File: src/rtl/comparator_result_filter.sv
// comparator_result_filter
// Debounces the {x,y,z} greater/equal/less code from the 2-bit magnitude
// comparator. A code is published on gt/eq/lt only after STABLE_CYCLES
// identical one-hot samples. Any non-one-hot sample latches a sticky error.
// Published changes are counted with a saturating counter.
module comparator_result_filter #(
  parameter int STABLE_CYCLES = 4,
  parameter int COUNT_WIDTH   = 8
) (
  input  logic                   clock,
  input  logic                   reset_n,
  input  logic                   x,
  input  logic                   y,
  input  logic                   z,
  input  logic                   clear,
  output logic                   gt,
  output logic                   eq,
  output logic                   lt,
  output logic                   stable,
  output logic                   error,
  output logic                   change_pulse,
  output logic [COUNT_WIDTH-1:0] change_count
);

  localparam int CNT_W = $clog2(STABLE_CYCLES + 1);

  typedef enum logic [1:0] {
    IDLE   = 2'd0,
    SETTLE = 2'd1,
    STABLE = 2'd2,
    FAULT  = 2'd3
  } state_t;

  // A comparator result is meaningful only when exactly one flag is set.
  function automatic logic is_one_hot3(input logic [2:0] v);
    return (v == 3'b100) || (v == 3'b010) || (v == 3'b001);
  endfunction

  state_t                   state_q, state_d;
  logic [2:0]               cand_q, cand_d;
  logic [CNT_W-1:0]         cnt_q, cnt_d;
  logic                     pub_valid_q, pub_valid_d;
  logic [2:0]               pub_q, pub_d;
  logic                     stable_q, stable_d;
  logic                     error_q, error_d;
  logic                     pulse_q, pulse_d;
  logic [COUNT_WIDTH-1:0]   count_q, count_d;

  logic [2:0]               sample_s;
  logic                     legal_s;
  logic [CNT_W-1:0]         cnt_inc_s;
  logic                     publish_s;

  assign sample_s  = {x, y, z};
  assign legal_s   = is_one_hot3(sample_s);
  assign cnt_inc_s = cnt_q + CNT_W'(1);

  // Next-state and next-output logic; clear behaves exactly like reset.
  always_comb begin
    state_d     = state_q;
    cand_d      = cand_q;
    cnt_d       = cnt_q;
    pub_valid_d = pub_valid_q;
    pub_d       = pub_q;
    stable_d    = stable_q;
    error_d     = error_q;
    pulse_d     = 1'b0;
    count_d     = count_q;
    publish_s   = 1'b0;

    if (clear) begin
      state_d     = IDLE;
      cand_d      = 3'b000;
      cnt_d       = '0;
      pub_valid_d = 1'b0;
      pub_d       = 3'b000;
      stable_d    = 1'b0;
      error_d     = 1'b0;
      count_d     = '0;
    end else begin
      case (state_q)
        FAULT: begin
          // Only reset or clear leave FAULT; samples are ignored here.
          state_d = FAULT;
        end
        IDLE, SETTLE, STABLE: begin
          if (!legal_s) begin
            state_d     = FAULT;
            error_d     = 1'b1;
            pub_d       = 3'b000;
            stable_d    = 1'b0;
            pub_valid_d = 1'b0;
            cnt_d       = '0;
          end else if ((state_q == IDLE) || (sample_s != cand_q)) begin
            // A new candidate restarts qualification; outputs keep the
            // last published code while it settles.
            cand_d = sample_s;
            cnt_d  = CNT_W'(1);
            if (STABLE_CYCLES == 1) begin
              publish_s = 1'b1;
            end else begin
              state_d  = SETTLE;
              stable_d = 1'b0;
            end
          end else if (state_q == SETTLE) begin
            cnt_d = cnt_inc_s;
            if (cnt_inc_s == CNT_W'(STABLE_CYCLES)) begin
              publish_s = 1'b1;
            end else begin
              state_d = SETTLE;
            end
          end else begin
            state_d = STABLE;
          end
        end
        default: begin
          state_d = FAULT;
          error_d = 1'b1;
        end
      endcase

      if (publish_s) begin
        pub_d       = cand_d;
        stable_d    = 1'b1;
        state_d     = STABLE;
        pub_valid_d = 1'b1;
        // Re-qualifying the same code after a glitch is not a change.
        if (!pub_valid_q || (cand_d != pub_q)) begin
          pulse_d = 1'b1;
          if (&count_q) begin
            count_d = count_q;
          end else begin
            count_d = count_q + COUNT_WIDTH'(1);
          end
        end else begin
          pulse_d = 1'b0;
        end
      end else begin
        pulse_d = 1'b0;
      end
    end
  end

  // State and output registers with synchronous active-low reset.
  always_ff @(posedge clock) begin
    if (!reset_n) begin
      state_q     <= IDLE;
      cand_q      <= 3'b000;
      cnt_q       <= '0;
      pub_valid_q <= 1'b0;
      pub_q       <= 3'b000;
      stable_q    <= 1'b0;
      error_q     <= 1'b0;
      pulse_q     <= 1'b0;
      count_q     <= '0;
    end else begin
      state_q     <= state_d;
      cand_q      <= cand_d;
      cnt_q       <= cnt_d;
      pub_valid_q <= pub_valid_d;
      pub_q       <= pub_d;
      stable_q    <= stable_d;
      error_q     <= error_d;
      pulse_q     <= pulse_d;
      count_q     <= count_d;
    end
  end

  assign gt           = pub_q[2];
  assign eq           = pub_q[1];
  assign lt           = pub_q[0];
  assign stable       = stable_q;
  assign error        = error_q;
  assign change_pulse = pulse_q;
  assign change_count = count_q;

endmodule
File: config.mk
export PLATFORM = sky130hd
export DESIGN_NAME = comparator_result_filter
export DESIGN_NICKNAME = d
export VERILOG_FILES = /design/src/rtl/comparator_result_filter.sv
export SDC_FILE = /design/constraint.sdc
export NUM_CORES = 1
export LEC_CHECK = 0
export ABC_CLOCK_PERIOD_IN_PS = 2700
export CAP_MARGIN = 20
export CORE_MARGIN = 8
export CORE_UTILIZATION = 54
export CTS_BUF_LIST = sky130_fd_sc_hd__clkbuf_16
export DETAILED_ROUTE_END_ITERATION = 16
export PLACE_DENSITY = 0.79
export SYNTH_ARGS = -nofsm -noshare
export SYNTH_HDL_FRONTEND = slang
export SYNTH_SLANG_ARGS = --single-unit
File: constraint.sdc
create_clock -name clock -period 2.7 [get_ports clock]
set_input_delay 0.405 -clock clock [delete_from_list [all_inputs] [get_ports clock]]
set_output_delay 0.405 -clock clock [all_outputs]
set_load 0.02 [all_outputs]
# ---- Word level (Yosys, flattened, before mapping)
# Index checks and enable logic that the tools add are counted.
dict set report totals {
  reg_bits 23
  latch_bits 0
  ramBits 0
  romBits 0
  inputBits 6
  word_cells 77
  memories 0
}
dict set report op_classes {
  addsub 2
  n_mul 0
  div_mod_pow 0
  order_cmp 0
  n_eq_ne 14
  n_shift 0
  n_mux 30
  n_bitwise 4
  n_reduce_logical 17
}
# operator count
set op_table {}
lappend op_table {{$mux W3} 10}
lappend op_table {{$mux W1} 14}
lappend op_table {{$mux W2} 5}
lappend op_table {{$reduce_or A3 Y1} 3}
lappend op_table {{$add A8 B1 Y8 const B} 1}
lappend op_table {{$reduce_and A2 Y1} 4}
lappend op_table {{$reduce_and A8 Y1} 1}
lappend op_table {{$eq A3 B3 Y1 const B} 2}
lappend op_table {{$ne A3 B1 Y1 const B} 2}
lappend op_table {{$ne A3 B3 Y1} 2}
lappend op_table {{$ne A6 B6 Y1 const B} 1}
lappend op_table {{$ne A5 B5 Y1 const B} 1}
lappend op_table {{$eq A2 B2 Y1 const B} 2}
lappend op_table {{$logic_or A1 B1 Y1} 4}
lappend op_table {{$not A1 Y1} 4}
lappend op_table {{$pmux W2 S2} 1}
lappend op_table {{$add A3 B1 Y3 const B} 1}
lappend op_table {{$eq A3 B1 Y1 const B} 1}
lappend op_table {{$eq A3 B2 Y1 const B} 1}
lappend op_table {{$reduce_and A3 Y1} 1}
lappend op_table {{$eq A2 B1 Y1 const B} 1}
lappend op_table {{$logic_not A2 Y1} 1}
lappend op_table {{$ne A2 B1 Y1 const B} 1}
lappend op_table {{$reduce_bool A2 Y1} 1}
lappend op_table {{2 further kinds} 2}

# ---- Longest topological paths before layout
# Gate-level depths: netlist (run 1).
dict set report depth {
  depth_word 10
  depth_mapped 9
}

# ---- Worst setup path before layout (run 1)
# No wires, ideal clock.
dict set report synth_timing {
  kind {input to register}
  from {input z}
  to {register count_q[2], in the netlist change_count[2]}
  setup_ns 0.121
  arrival_ns 2.067
  t_required_ns 2.579
  setup_slack_ns 0.511
  cell_stages 8
  n_path_buf 2
  path_cell_list {buf_4 -> nor2_1 -> mux2_4 -> a2111o_1 -> nor4_4 -> buf_6 -> nor3b_2 -> mux2i_1}
}
dict set report synth_via {
  elab_chain_len 9
}
# item line_no
set synth_rtl {}
lappend synth_rtl {{from (decl)} 14} ;# input logic z,
lappend synth_rtl {{$ne A3 B3 Y1, or another cell as far along} 94} ;# end else if ((state_q == IDLE) || (sample_s != cand_q)) begin
lappend synth_rtl {{$logic_or A1 B1 Y1 (on tied branches)} {94, 36}}
lappend synth_rtl {{$mux W3 / $logic_or A1 B1 Y1 (equally long branches)} {94, 36}}
lappend synth_rtl {{$mux W3} 87} ;# if (!legal_s) begin
lappend synth_rtl {{$mux W3} 81} ;# case (state_q)
lappend synth_rtl {{$mux W3} 71} ;# if (clear) begin
lappend synth_rtl {{$ne A3 B3 Y1} 128} ;# if (!pub_valid_q || (cand_d != pub_q)) begin
lappend synth_rtl {{$logic_or A1 B1 Y1} 128}
lappend synth_rtl {{$reduce_and A3 Y1 (no source line) *} n/a}
lappend synth_rtl {{to (signal assigned)} 165} ;# count_q <= count_d;
lappend synth_rtl {{to (decl)} 47} ;# logic [COUNT_WIDTH-1:0] count_q, count_d;
# Every way passes the cells marked *; elsewhere a longest branch is shown, timed or not. The select of a mux whose other input is x is not followed.
# A chain may end at the register's enable or synchronous reset.

# ---- Final worst setup path (run 1)
dict set report layout_timing {
  from {input y}
  to {register count_q[6], in the netlist change_count[6]}
}
dict set report layout_via {
  elab_chain_len 9
}
# item line_no
set layout_rtl {}
lappend layout_rtl {{from (decl)} 13} ;# input logic y,
lappend layout_rtl {{$ne A3 B3 Y1, or another cell as far along} 94}
lappend layout_rtl {{$logic_or A1 B1 Y1 (on tied branches)} {94, 36}}
lappend layout_rtl {{$mux W3 / $logic_or A1 B1 Y1 (equally long branches)} {94, 36}}
lappend layout_rtl {{$mux W3} 87}
lappend layout_rtl {{$mux W3} 81}
lappend layout_rtl {{$mux W3} 71}
lappend layout_rtl {{$ne A3 B3 Y1} 128}
lappend layout_rtl {{$logic_or A1 B1 Y1} 128}
lappend layout_rtl {{$reduce_and A3 Y1 (no source line) *} n/a}
# Marks and branches as above.

==> flow_metrics.py, run 1 <==
metrics = {
    "outcome": {
        "status": "finished, final reports clean",
    },
    "setup_path": {
        "path_class": "input port to flip-flop",
        "timing.critical_path.to": "change_count[6]",
        "cp_cell_sequence": "clkdlybuf4s50_1 > nor2_1 > mux2_4 > a2111o_1 > nor4_4 > buf_12 > or4_1 > a21oi_1",
        "r2r-start": "state_q[0]",
        "slowest_stage": "clkdlybuf4s50_1",
        "ff2ff_path_depth": 7,
        "required_ns": 2.81,
        "reg2reg_slack_ns": 0.37,
        "critPathMaxFanout": 16,
        "worst_setup_path_start_kind": "input port",
        "end_kind": "flip-flop",
        "worstPathArrival_ns": 2.58,
        "r2r-end": "change_count[6]",
        "cp-startpoint": "y",
        "max_stage_delay_ns": 0.53,
    },
    "die": {
        "dieHeight_um": 68.0,
        "io-pin-count": 20,
        "die_x_um": 68.0,
        "start_util": 0.547,
        "placementRows": 19,
        "core-area_um2": 2660,
        "die-area_um2": 4620,
    },
    "pwr": {
        "power_uw": 757,
        "ir_worst_vdd_uv": 390,
        "power_density_nw_per_um2": 418,
        "p_leak_nw": 0.642,
    },
    "logic_synthesis": {
        "netlist_top_cells_area": "dfxtp_1, a21oi_1, nand2_1, nand3_1, o31ai_1",
        "synth_warnings": 0,
        "synthDistinctLibCells": 49,
        "yosysTopAreaCellShare": 0.316,
        "postSynthCellCount": 177,
        "ys_ff_latch": 23,
        "yosys.area.top_type": "dfxtp_1",
        "avgSynthCellArea_um2": 8.24,
        "synthesis.nets": 186,
        "postSynth.asyncResetShare": 0,
        "syn_area_um2": 1460,
        "yosys_most_used_dff": "dfxtp_1",
        "synth_edf_count": 0,
        "ys_seq_area_frac": 0.316,
    },
    "clocking": {
        "cts_tree": "done",
        "hold_buffers": 0,
        "cts-resized-gates": 0,
        "cts_inserted_buffers": 3,
        "htree_levels": 1,
        "cts_sinks": 23,
        "cts_root_buffer": "clkbuf_16",
        "post_cts_buffers": 0,
        "clk_latency_ns": 0.25,
        "path_clk_slew_ns": 0.06,
        "clockBufferDepth": 2,
    },
    "grt": {
        "grt_antenna_before_repair": 0,
        "grt_pass1_wl_um": 6180,
        "grt_max_degree": 19,
        "grt_usage": 0.169,
        "first_global_vias": 1432,
        "overflow": 0,
    },
    "sta": {
        "finalHoldViolations": 0,
        "period_share": 0.916,
        "setup_viol": 0,
        "worst_pin_slew_ns": 0.691,
        "clock_skew_ns": 0.00396,
        "slew_headroom": 0.540,
        "fmax_mhz": 405,
        "drv_slew": 0,
        "fin_ws_ns": 0.228,
        "rsz0062_at_grt": "no",
        "tns_ns": 0,
        "hold_ws_ns": 0.475,
        "period_minus_slack_ns": 2.47,
    },
    "place": {
        "pre_cts_ws_ns": -0.0159,
        "place_inst": 228,
        "portBuffers": 19,
        "dp_hpwl_um": 2690,
        "gp_congestion": 0.867,
    },
    "routing": {
        "vias": 1432,
        "routedWlPerCell_um": 15.9,
        "drt-initial-drc-count": 76,
        "drc": 0,
        "first_pass_iters": 4,
        "viasPerCell": 6.17,
        "ant_nets": 0,
        "totalWireLength_um": 3690,
    },
    "layout": {
        "final_nets": 211,
        "layout-drive-gt1-share": 0.114,
        "syn2layout_area_growth_pct": 24.1,
        "final_cell_count_no_fill": 232,
        "antenna_cells": 0,
    },
    "run": {
        "cap_viol_max_count": 0,
    },
    "worst_hold_path": {
        "holdCritPathClass": "flip-flop to flip-flop",
        "min_delay_path_depth": 2,
    },
}
[registers in the layout, indices dropped and copies added (netlist names)]
signal and count:
stable 1, change_count 8, cnt_q 3, pub_valid_q 1
error 1, state_q 2, cand_q 3, change_pulse 1
pub_q 3
[per-stage QoR]
stage,instance area [um2],util
2_1_floorplan,1460,-
3_3_place_gp,1730,0.650
3_5_place_dp,1730,0.650
4_1_cts,1810,0.680
5_1_grt,1810,0.680
6_report,1810,0.680
[placed cells by master, fill, tap and decap left out, types with 5 or more instances in the layout]
cell             count
nand2_1             17
xor2_1               5
nand4_1              5
buf_4               11
nand3_1              9
nor2_1              11
o31ai_1              6
o21ai_0              5
a21oi_1             22
clkdlybuf4s50_1     19
dfxtp_1             23
inv_1                5
[where the power goes]
part,switching [mW],internal [mW]
sequential,0.00846,0.344
clock,0.113,0.197
combinational,0.0527,0.0411
[layout make-up]
| cell class | count | area (um2) |
|---|---|---|
| multi-input combinational | 138 | 903 |
| fill | 233 | 853 |
| sequential | 23 | 460 |
| timing repair buffer | 32 | 313 |
| clock buffer | 3 | 75.1 |
| tap | 31 | 38.8 |
| inverter | 4 | 15.0 |
| clock inverter | 1 | 3.75 |
[cell usage after synthesis (all sizes together), types with 5 or more instances]
library cell	n
dfxtp	23
a21oi	22
nand2	18
nor2	11
buf	10
nand3	9
o21ai	9
o31ai	6
nand4	5
xor2	5
[per-layer routing]
metal | track usage | share of wire | up-vias
li1 | - | - | 700
met1 | 0.170 | 0.39 | 680
met2 | 0.313 | 0.52 | 38
met3 | 0.0442 | 0.060 | 14
met4 | 0.0870 | 0.030 | 0
met5 | 0 | 0 | -
[cell families after synthesis]
| group | after synthesis | share of synthesized area |
|---|---|---|
| buf+inv | 16 | 0.0644 |
| flops | 23 | 0.316 |
| xor+xnor | 5 | 0.0300 |
| mux | 4 | 0.0318 |
| compound gates | 54 | 0.243 |
| simple gates | 72 | 0.289 |
| fa+ha+maj | 3 | 0.0258 |
[worst max-delay path, delay by kind of cell]
kind / cells / cell delay, ns
buf+inv: 2 / 0.71
mux: 1 / 0.33
simple gates: 3 / 0.69
compound gates: 2 / 0.45
[how the worst min path moves through the flow]
| stage | from | endpoint | slack, ns |
|---|---|---|---|
| detailed placement | cnt_q[1] | cnt_q[1] | 0.47 |
| global route | cnt_q[1] | cnt_q[1] | 0.49 |
| floorplan | cnt_q[1] | cnt_q[1] | 0.44 |
| global placement | cnt_q[1] | cnt_q[1] | 0.45 |
| finish | cnt_q[1] | cnt_q[1] | 0.47 |
| CTS | cnt_q[1] | cnt_q[1] | 0.47 |
No activity file was read; power rests on OpenSTA's default activity.
==> run 2, diff against run 1 <==
MAX_ROUTING_LAYER = met4   (was not set)
==> run 2 against run 1 <==
Effect of this change: worst hold slack got worse by 0.00099 ns; design area is the same; sequential share of layout area did not move; combinational power about the same; flip-flop and latch count unchanged; power down 0.21%; via count did not move; final cell count unchanged; critical path depth unchanged; maximum frequency down 0.31%; first-iteration DRC count is 20% higher; global-route usage up 0.51 points; highest routed layer unchanged.
==> flow_metrics.py, run 2 (synthesis gave the netlist of run 1 again) <==
metrics = {
    "setup_path": {
        "worstPathArrival_ns": 2.59,
        "timing.critical_path.buf_inv": 2,
        "critPathMaxFanout": 16,
        "slowest_stage": "clkdlybuf4s50_1",
        "worst_setup_path_start_kind": "input port",
        "max_stage_delay_ns": 0.53,
        "required_ns": 2.81,
        "end_kind": "flip-flop",
        "critical_path.top_delay_family": "buffers and inverters",
        "path_class": "input port to flip-flop",
        "cp_cell_sequence": "clkdlybuf4s50_1 > nor2_1 > mux2_4 > a2111o_1 > nor4_4 > buf_12 > or4_1 > a21oi_1",
    },
    "routing": {
        "viasPerCell": 6.17,
        "first_pass_iters": 5,
        "drt-initial-drc-count": 91,
        "vias": 1432,
        "totalWireLength_um": 3700,
        "routedWlPerCell_um": 16.0,
        "drc": 0,
        "ant_nets": 0,
    },
    "die": {
        "die-area_um2": 4620,
        "dieHeight_um": 68.0,
        "start_util": 0.547,
        "core-area_um2": 2660,
        "placementRows": 19,
        "die_x_um": 68.0,
        "io-pin-count": 20,
    },
    "sta": {
        "rsz0062_at_grt": "no",
        "slew_headroom": 0.539,
        "worst_pin_slew_ns": 0.692,
        "period_share": 0.918,
        "fin_ws_ns": 0.220,
        "hold_ws_ns": 0.474,
        "finalHoldViolations": 0,
        "fmax_mhz": 403,
        "clock_skew_ns": 0.00353,
        "setup_viol": 0,
        "period_minus_slack_ns": 2.48,
        "drv_slew": 0,
    },
    "clocking": {
        "cts_inserted_buffers": 3,
        "clockBufferDepth": 2,
        "post_cts_buffers": 0,
        "path_clk_slew_ns": 0.06,
        "cts_root_buffer": "clkbuf_16",
        "hold_buffers": 0,
        "htree_levels": 1,
        "cts_sinks": 23,
        "cts-resized-gates": 0,
        "cts_tree": "done",
        "clk_latency_ns": 0.25,
    },
    "layout": {
        "post-route-cell-area_um2": 1810,
        "layout-drive-gt1-share": 0.114,
        "layout_commonest_cell": "dfxtp_1",
        "largest_reg_flops": 8,
        "final_nets": 211,
        "syn2layout_area_growth_pct": 24.1,
        "mostFrequentLayoutCells": "dfxtp_1, a21oi_1, clkdlybuf4s50_1",
        "antenna_cells": 0,
        "regArea_um2": 460,
        "fillers": 233,
        "multi_input_area_um2": 903,
    },
    "grt": {
        "grt_usage": 0.174,
        "grt_max_degree": 19,
        "grt_pass1_wl_um": 6190,
        "first_global_vias": 1432,
        "grt_antenna_before_repair": 0,
        "overflow": 0,
    },
    "worst_hold_path": {
        "holdCritPathClass": "flip-flop to flip-flop",
    },
    "pwr": {
        "swShare": 0.229,
        "clkPwrFrac": 0.409,
        "power_density_nw_per_um2": 418,
        "p_int_uw": 583,
        "ir_worst_vdd_uv": 387,
        "power_frac_comb": 0.124,
        "p_leak_nw": 0.642,
        "p_switching_uw": 173,
        "seq_power_share": 0.467,
    },
    "place": {
        "dp_hpwl_um": 2690,
        "portBuffers": 19,
        "pre_cts_ws_ns": -0.0159,
        "dpl_cell_area_um2": 1730,
        "gp_congestion": 0.881,
    },
    "outcome": {
        "status": "finished, final reports clean",
    },
    "run": {
        "cap_viol_max_count": 0,
    },
}
-- run 2: cell counts in the layout (fill, tap and decap cells not counted) --
Identical to the previous run, type by type.
-- run 2: power groups by stage --
| stage | combinational, mW | clock, mW | sequential (mW) |
|---|---|---|---|
| 3_3_place_gp | 0.0890 | 0 | 0.359 |
| 3_5_place_dp | 0.0928 | 0 | 0.360 |
| 4_1_cts | 0.0939 | 0.313 | 0.352 |
| 2_1_floorplan | 0.0652 | 0 | 0.355 |
| 6_report | 0.0940 | 0.309 | 0.353 |
| 5_1_grt | 0.102 | 0.331 | 0.353 |
-- run 2: metal layers --
layer	up-vias	wire (um)	track usage
met4	0	117	0.0870
met5	-	0	-
li1	699	-	-
met2	34	1940	0.315
met3	15	165	0.0360
met1	684	1480	0.173
-- run 2: through the flow --
step           setup TNS, ns   util  power (mW)  cells
6_report                   0  0.680       0.756    232
5_1_grt                    0  0.680       0.787    232
4_1_cts                    0  0.680       0.760    232
3_5_place_dp         -0.0666  0.650       0.453    228
3_3_place_gp               0  0.650       0.448    228
2_1_floorplan              0      -       0.420    177
-- run 2: area by class of cell --
type                            count  area share
Clock buffer                        3      0.0415
Clock inverter                      1     0.00207
Inverter                            4     0.00830
Multi-Input combinational cell    138       0.499
Sequential cell                    23       0.254
Tap cell                           31      0.0214
Timing Repair Buffer               32       0.173
-- run 2: worst paths after layout --
| kind | start | to | slack (ns) | cells past startpoint |
|---|---|---|---|---|
| setup / recovery | y | change_count[6] | 0.22 | 8 |
| hold / removal | cnt_q[1] | cnt_q[1] | 0.47 | 2 |
| setup reg to reg | state_q[1] | change_count[6] | 0.36 | 7 |
| hold reg to reg | cnt_q[1] | cnt_q[1] | 0.47 | 2 |
-- run 2: worst min-delay path: stages (launching register included) --
cell     delay [ns]
dfxtp_1        0.31
nand2_1        0.06
a21oi_1        0.05
